$ cat config.mk
export PLATFORM = sky130hd
export DESIGN_NAME = blob_tracker
export DESIGN_NICKNAME = d
export VERILOG_FILES = /design/src/rtl/blob_tracker.sv
export SDC_FILE = /design/constraint.sdc
export NUM_CORES = 1
export LEC_CHECK = 0
export BUFFER_PORTS_ARGS = -buffer_cell sky130_fd_sc_hd__buf_2
export CELL_PAD_IN_SITES_DETAIL_PLACEMENT = 0
export CELL_PAD_IN_SITES_GLOBAL_PLACEMENT = 1
export CORE_MARGIN = 1
export CORE_UTILIZATION = 47
export CTS_CLUSTER_SIZE = 30
export DETAILED_ROUTE_END_ITERATION = 10
export GPL_TIMING_DRIVEN = 0
export PLACE_DENSITY = 0.84
export SLEW_MARGIN = 20
export SYNTH_ARGS = -nofsm -noshare
export SYNTH_HDL_FRONTEND = slang
export SYNTH_SLANG_ARGS = --single-unit
$ cat constraint.sdc
create_clock -name clock -period 10.1 [get_ports clock]
set_clock_uncertainty 0.1 [all_clocks]
set_input_delay 0 -clock clock [delete_from_list [all_inputs] [get_ports clock]]
set_output_delay 0 -clock clock [all_outputs]
set_load 0.005 [all_outputs]
$ cat src/rtl/blob_tracker.sv
// blob_tracker: per-frame centroid/bounding-box accumulator for a thresholded
// pixel stream, with a latched result register and a sticky overrun flag.
module blob_tracker #(
  parameter int MAX_DIM = 1023
) (
  input  logic        clock,
  input  logic        reset,
  input  logic        enable,
  input  logic        startOfFrame,
  input  logic        endOfLine,
  input  logic        endOfFrame,
  input  logic        pixelValid,
  input  logic [15:0] thresholdedPixel,
  input  logic        resultAck,
  output logic        resultValid,
  output logic [19:0] hitCount,
  output logic [29:0] sumX,
  output logic [29:0] sumY,
  output logic [9:0]  minX,
  output logic [9:0]  maxX,
  output logic [9:0]  minY,
  output logic [9:0]  maxY,
  output logic        overrun
);

  localparam logic [9:0]  MAX_C    = 10'(MAX_DIM);
  localparam logic [15:0] HIT_CODE = 16'h07e0;
  localparam logic [19:0] CNT_MAX  = 20'hFFFFF;

  typedef enum logic {IDLE, ACTIVE} state_t;

  state_t      state_q, state_d;
  logic [9:0]  x_q, x_d, y_q, y_d;
  logic [19:0] cnt_q, cnt_d;
  logic [29:0] sx_q, sx_d, sy_q, sy_d;
  logic [9:0]  mnx_q, mnx_d, mxx_q, mxx_d, mny_q, mny_d, mxy_q, mxy_d;
  logic        latch_q, latch_d;
  logic        rv_q, rv_d, ovr_q, ovr_d;
  logic [19:0] ohc_q, ohc_d;
  logic [29:0] osx_q, osx_d, osy_q, osy_d;
  logic [9:0]  omnx_q, omnx_d, omxx_q, omxx_d, omny_q, omny_d, omxy_q, omxy_d;

  logic        start, frame_on, hit, rv_eff;
  logic [9:0]  bx, by;

  function automatic logic [9:0] sat_inc(input logic [9:0] v);
    return (v >= MAX_C) ? MAX_C : v + 10'd1;
  endfunction

  // Frame accumulation, coordinate tracking and result latch / handshake.
  always_comb begin
    state_d = state_q;
    x_d = x_q;   y_d = y_q;
    cnt_d = cnt_q; sx_d = sx_q; sy_d = sy_q;
    mnx_d = mnx_q; mxx_d = mxx_q; mny_d = mny_q; mxy_d = mxy_q;
    rv_d = rv_q; ovr_d = ovr_q;
    ohc_d = ohc_q; osx_d = osx_q; osy_d = osy_q;
    omnx_d = omnx_q; omxx_d = omxx_q; omny_d = omny_q; omxy_d = omxy_q;

    // A start (fresh or restart) reinitialises the working set in the same
    // cycle so a coincident pixel lands at (0,0) of the new frame.
    start    = startOfFrame && enable;
    frame_on = start || (state_q == ACTIVE);
    hit      = pixelValid && (thresholdedPixel == HIT_CODE);
    latch_d  = frame_on && endOfFrame;
    bx       = start ? 10'd0 : x_q;
    by       = start ? 10'd0 : y_q;

    if (start) begin
      state_d = ACTIVE;
      x_d = 10'd0; y_d = 10'd0;
      cnt_d = '0; sx_d = '0; sy_d = '0;
      mnx_d = MAX_C; mxx_d = '0; mny_d = MAX_C; mxy_d = '0;
    end

    if (frame_on) begin
      if (hit) begin
        cnt_d = (cnt_d == CNT_MAX) ? cnt_d : cnt_d + 20'd1;
        sx_d  = sx_d + {20'd0, bx};
        sy_d  = sy_d + {20'd0, by};
        if (bx < mnx_d) mnx_d = bx;
        if (bx > mxx_d) mxx_d = bx;
        if (by < mny_d) mny_d = by;
        if (by > mxy_d) mxy_d = by;
      end
      if (pixelValid) begin
        if (endOfLine) begin
          x_d = 10'd0;
          y_d = sat_inc(by);
        end else begin
          x_d = sat_inc(bx);
        end
      end
      if (endOfFrame) state_d = IDLE;
    end

    // An ack in the latch cycle frees the slot before the new result arrives.
    rv_eff = rv_q && !resultAck;
    rv_d   = rv_eff;
    if (latch_q) begin
      if (!rv_eff) begin
        rv_d  = 1'b1;
        ohc_d = cnt_q;
        osx_d = sx_q;
        osy_d = sy_q;
        // Empty frame reports an all-zero box instead of the MAX_DIM/0 seeds.
        if (cnt_q == '0) begin
          omnx_d = '0; omxx_d = '0; omny_d = '0; omxy_d = '0;
        end else begin
          omnx_d = mnx_q; omxx_d = mxx_q; omny_d = mny_q; omxy_d = mxy_q;
        end
      end else begin
        ovr_d = 1'b1;
      end
    end
  end

  // State and result registers with synchronous reset.
  always_ff @(posedge clock) begin
    if (reset) begin
      state_q <= IDLE;
      x_q <= '0; y_q <= '0;
      cnt_q <= '0; sx_q <= '0; sy_q <= '0;
      mnx_q <= '0; mxx_q <= '0; mny_q <= '0; mxy_q <= '0;
      latch_q <= 1'b0; rv_q <= 1'b0; ovr_q <= 1'b0;
      ohc_q <= '0; osx_q <= '0; osy_q <= '0;
      omnx_q <= '0; omxx_q <= '0; omny_q <= '0; omxy_q <= '0;
    end else begin
      state_q <= state_d;
      x_q <= x_d; y_q <= y_d;
      cnt_q <= cnt_d; sx_q <= sx_d; sy_q <= sy_d;
      mnx_q <= mnx_d; mxx_q <= mxx_d; mny_q <= mny_d; mxy_q <= mxy_d;
      latch_q <= latch_d; rv_q <= rv_d; ovr_q <= ovr_d;
      ohc_q <= ohc_d; osx_q <= osx_d; osy_q <= osy_d;
      omnx_q <= omnx_d; omxx_q <= omxx_d; omny_q <= omny_d; omxy_q <= omxy_d;
    end
  end

  assign resultValid = rv_q;
  assign overrun     = ovr_q;
  assign hitCount    = ohc_q;
  assign sumX        = osx_q;
  assign sumY        = osy_q;
  assign minX        = omnx_q;
  assign maxX        = omxx_q;
  assign minY        = omny_q;
  assign maxY        = omxy_q;

endmodule

==> results.json <==
{
  "synth_top_cells_by_count": "sky130_fd_sc_hd__nand2_1 (272), sky130_fd_sc_hd__dfxtp_1 (264), sky130_fd_sc_hd__nor2_1 (193)",
  "setup_viol": 0,
  "setup-tns-final_ns": 0,
  "final_cell_area_um2": 14800,
  "final_period_minus_worst_setup_slack_ns": 5.47,
  "fp.dieW_um": 166,
  "start_util": 0.483,
  "worst_slew_pin_slew_ns": 0.983,
  "core_area_um2": 26200,
  "power.static_leakage_nw": 5.57,
  "global_route_wire_length_before_repair_um": 61700,
  "quantity_of_i_o_buffers_inserted_on_ports": 143,
  "crit-reg2reg-launch": "y_q[6]",
  "num-nets-final": 1825,
  "io_pins": 146,
  "area.growth.synth_to_final_pct": 16.7,
  "reg2reg_setup_slack_ns": 6.65,
  "cap_viol_max_count": 0,
  "fmax_mhz": 183,
  "max-vdd-ir-drop_v": 0.0000947,
  "crit_path_cell_trace": "dlygate4sd3_1 > buf_2 > and2_1 > buf_2 > buf_2 > buf_1 > clkbuf_1 > buf_1 > nor2_1 > ha_1 > a21oi_1 > o21ai_0 > maj3_1 > a21oi_1 > and2_1 > clkbuf_1 > buf_2 > nand3_1 > a21oi_1",
  "tritoncts": "done",
  "final_layout_size_suffix_gt1_frac": 0.134,
  "row_count": 59,
  "post_synth_main_area_contributors": "sky130_fd_sc_hd__dfxtp_1 (42%), sky130_fd_sc_hd__nand2_1 (8.1%), sky130_fd_sc_hd__nor2_1 (5.7%)",
  "drt_first_iter_violations": 919,
  "maximum_number_of_pins_on_one_net_before_global_route_repair": 14,
  "grt_usage": 0.282,
  "required_ns": 10.47,
  "cpMaxStageDelayCell": "sky130_fd_sc_hd__clkbuf_1",
  "antenna_cells_inserted": 0,
  "overflow": 0,
  "cts.repair.resized": 0,
  "final_max_slew_viol_count": 0,
  "cts_htree_levels": 1,
  "route.antenna.remaining_nets": 0,
  "setup.worst_path.start": "enable",
  "postRouteWirelength_um": 39400,
  "synth_enable_flop_cells": 0,
  "synth_compound_area_frac": 0.165,
  "multiplexer_fraction_of_the_synthesized_cell_area": 0.0155,
  "crit_path_end": "mny_q[0]",
  "routabilityCongestion": 0.958,
  "regToRegEndpoint": "sy_q[21]",
  "post_syn_nets": 1644,
  "synth-xor-area-share": 0.0588,
  "vias_in_the_first_global_route": 11018,
  "report.power.total_mw": 2.16,
  "dpl.hpwl_um": 28800,
  "post_synthesis_register_bit_count": 264,
  "clock_path_buffers": 3,
  "timing.critical_path.fanout_max": 10,
  "number_of_buffers_inserted_during_clock_tree_synthesis": 28,
  "hp-class": "in2reg",
  "worstSkewPairLatency_ns": 0.55,
  "outcome": "complete, but fails checks",
  "place_area_um2": 13800,
  "synth_top_flop_cell": "sky130_fd_sc_hd__dfxtp_1",
  "yosysSeqAreaShare": 0.418,
  "synth_most_common_cell": "sky130_fd_sc_hd__nand2_1",
  "main_combinational_cell_family_by_area_after_synthesis": "simple AND/OR/NAND/NOR gates",
  "yosys_warnings": 0,
  "most_frequent_cell_on_critical_path": "sky130_fd_sc_hd__buf_2",
  "critPathArrivalTime_ns": 5.85,
  "avgSynthCellArea_um2": 8.02,
  "worst_slew_margin_relative_to_its_limit": 0.345,
  "synthAdderAreaFrac": 0.0465,
  "post-route-period-util": 0.542,
  "synthesis.instances": 1577,
  "worst_setup_path_start_kind": "input port",
  "fill_cells": 2542,
  "clock_sinks": 264,
  "wl_per_cell_um": 18.7,
  "antenna_found_initial": 0,
  "pwr_density_cell_nw_per_um2": 147,
  "post-cts-setup-buffers": 0,
  "vias": 11859,
  "critical-path-max-stage-delay_ns": 0.61,
  "post-synth-top-area-cell": "sky130_fd_sc_hd__dfxtp_1",
  "ctsRootBufferMaster": "sky130_fd_sc_hd__clkbuf_16",
  "globalRouteMet2Util": 0.450,
  "post_synthesis_cell_area_um2": 12700,
  "floorplan.die_area_um2": 27600,
  "synth_cell_type_count": 74,
  "synthSimpleGateAreaFrac": 0.255,
  "global_route.peak_usage_layer": "met2",
  "detail_route.first_pass.iterations": 8,
  "critical_path_class": "in2reg",
  "element_type_at_the_critical_path_end": "flip-flop",
  "drcViolationCount": 8,
  "die_height_um": 166,
  "rsz0062_at_grt": "false",
  "hold_viol_final": 0,
  "globalRouteMet3Util": 0.0393,
  "yosysTopAreaCellShare": 0.418,
  "r2r_cells": 10,
  "proportion_of_synthesized_flip_flops_having_asynchronous_set_or_reset": 0,
  "clock_transition_at_the_register_clock_pins_on_the_worst_setup_and_hold_paths_after_cts_ns": 0.06,
  "violations": "design-rule violations",
  "use_met1": 0.394,
  "avgViaCountPerCell": 5.61
}
## worst min path at each step
stage                              startpoint         to  slack, ns  cells after the start
after floorplan                    endOfFrame    state_q      -0.02                      1
after global placement             endOfFrame    state_q       0.12                      2
after detailed placement           endOfFrame    state_q       0.12                      2
after CTS                 thresholdedPixel[3]  cnt_q[16]       0.02                      6
after global routing      thresholdedPixel[3]  cnt_q[16]       0.09                      6
final                     thresholdedPixel[3]  cnt_q[16]       0.06                      6
## placed cells by master, fill, tap and decap left out, types with 7 or more instances in the layout
cell type                       Yosys  final
sky130_fd_sc_hd__dfxtp_1          264    264
sky130_fd_sc_hd__xor2_1            36     36
sky130_fd_sc_hd__inv_1             26     26
sky130_fd_sc_hd__nor2_1           193    193
sky130_fd_sc_hd__a22oi_1           43     43
sky130_fd_sc_hd__o211ai_1           7      7
sky130_fd_sc_hd__or2_2             10     10
sky130_fd_sc_hd__o21a_1             8      8
sky130_fd_sc_hd__and2_1            24     24
sky130_fd_sc_hd__a21o_1            11     11
sky130_fd_sc_hd__nand3_1           46     46
sky130_fd_sc_hd__nand4_1           19     19
sky130_fd_sc_hd__clkbuf_16          0     29
sky130_fd_sc_hd__mux2i_1           14     14
sky130_fd_sc_hd__o21ai_0           38     38
sky130_fd_sc_hd__xnor2_1           49     49
sky130_fd_sc_hd__nand2b_1           9      9
sky130_fd_sc_hd__a31oi_1           10     10
sky130_fd_sc_hd__dlygate4sd3_1      0      8
sky130_fd_sc_hd__or3_1              8      8
sky130_fd_sc_hd__a21oi_1          138    138
sky130_fd_sc_hd__clkbuf_1          80     91
sky130_fd_sc_hd__nor3_1            44     44
sky130_fd_sc_hd__o31ai_1            9      9
sky130_fd_sc_hd__nor4_1            17     17
sky130_fd_sc_hd__nor2b_1           10     10
sky130_fd_sc_hd__ha_1              43     43
sky130_fd_sc_hd__buf_2             15    158
sky130_fd_sc_hd__a211oi_1          24     24
sky130_fd_sc_hd__and3_1            16     16
sky130_fd_sc_hd__nand2_1          272    272
## sequential cells by signal (all words and copies together), names as in the netlist, 20 cells and up
register	flops
sumX	30
sumY	30
sx_q	30
sy_q	30
cnt_q	20
hitCount	20
## worst max-delay path: cells and delay by family
family | cells | cell delay, ns
buffers and inverters | 9 | 3.90
AND/OR/NAND/NOR | 4 | 0.68
AO/OA/AOI/OAI | 4 | 0.56
adder cells (fa/ha/maj) | 2 | 0.69
## power breakdown
part / leakage (nW) / internal, mW / switching, mW
logic: 3.00 / 0.0251 / 0.0743
registers: 2.13 / 1.05 / 0.00601
clock network: 0.439 / 0.594 / 0.416
total: 5.57 / 1.67 / 0.497
## routing by layer
metal,up-vias,wire length [um]
met2,357,17400
met3,77,2420
met5,-,0
met1,5600,18400
li1,5825,-
met4,0,1140
## per-stage QoR
stage                     utilization  hold WS, ns  setup WS, ns  cells
after floorplan                     -      -0.0207          6.49   1577
after global placement          0.526        0.122          4.81   2055
after detailed placement        0.526        0.124          4.79   2055
after CTS                       0.563       0.0235          4.81   2113
after global routing            0.563       0.0941          4.45   2113
final                           0.563       0.0584          4.63   2113
## what timing repair did
item,CTS,global route
hold buffers,8,0
setup endpoints to repair,0,0
hold endpoints to repair,19,0
## layout make-up
class / count / area [um2] / area share
Sequential cell: 264 / 5290 / 0.358
Buffer: 105 / 433 / 0.0293
Timing Repair Buffer: 151 / 796 / 0.0539
Clock inverter: 4 / 45.0 / 0.00305
Inverter: 26 / 97.6 / 0.00661
Clock buffer: 46 / 850 / 0.0576
Multi-Input combinational cell: 1182 / 6840 / 0.463
Tap cell: 335 / 419 / 0.0284
## cells by family (layout without fill, tap and decap cells)
kind of cell	after synthesis	count (layout)
adders and majority gates	48	48
DFF	264	264
muxes	19	19
and+or+nand+nor	703	703
buffers and inverters	131	332
xor gates and xnor gates	85	85
AOI/OAI and AO/OA	327	327
No activity file was read; power rests on OpenSTA's default activity.
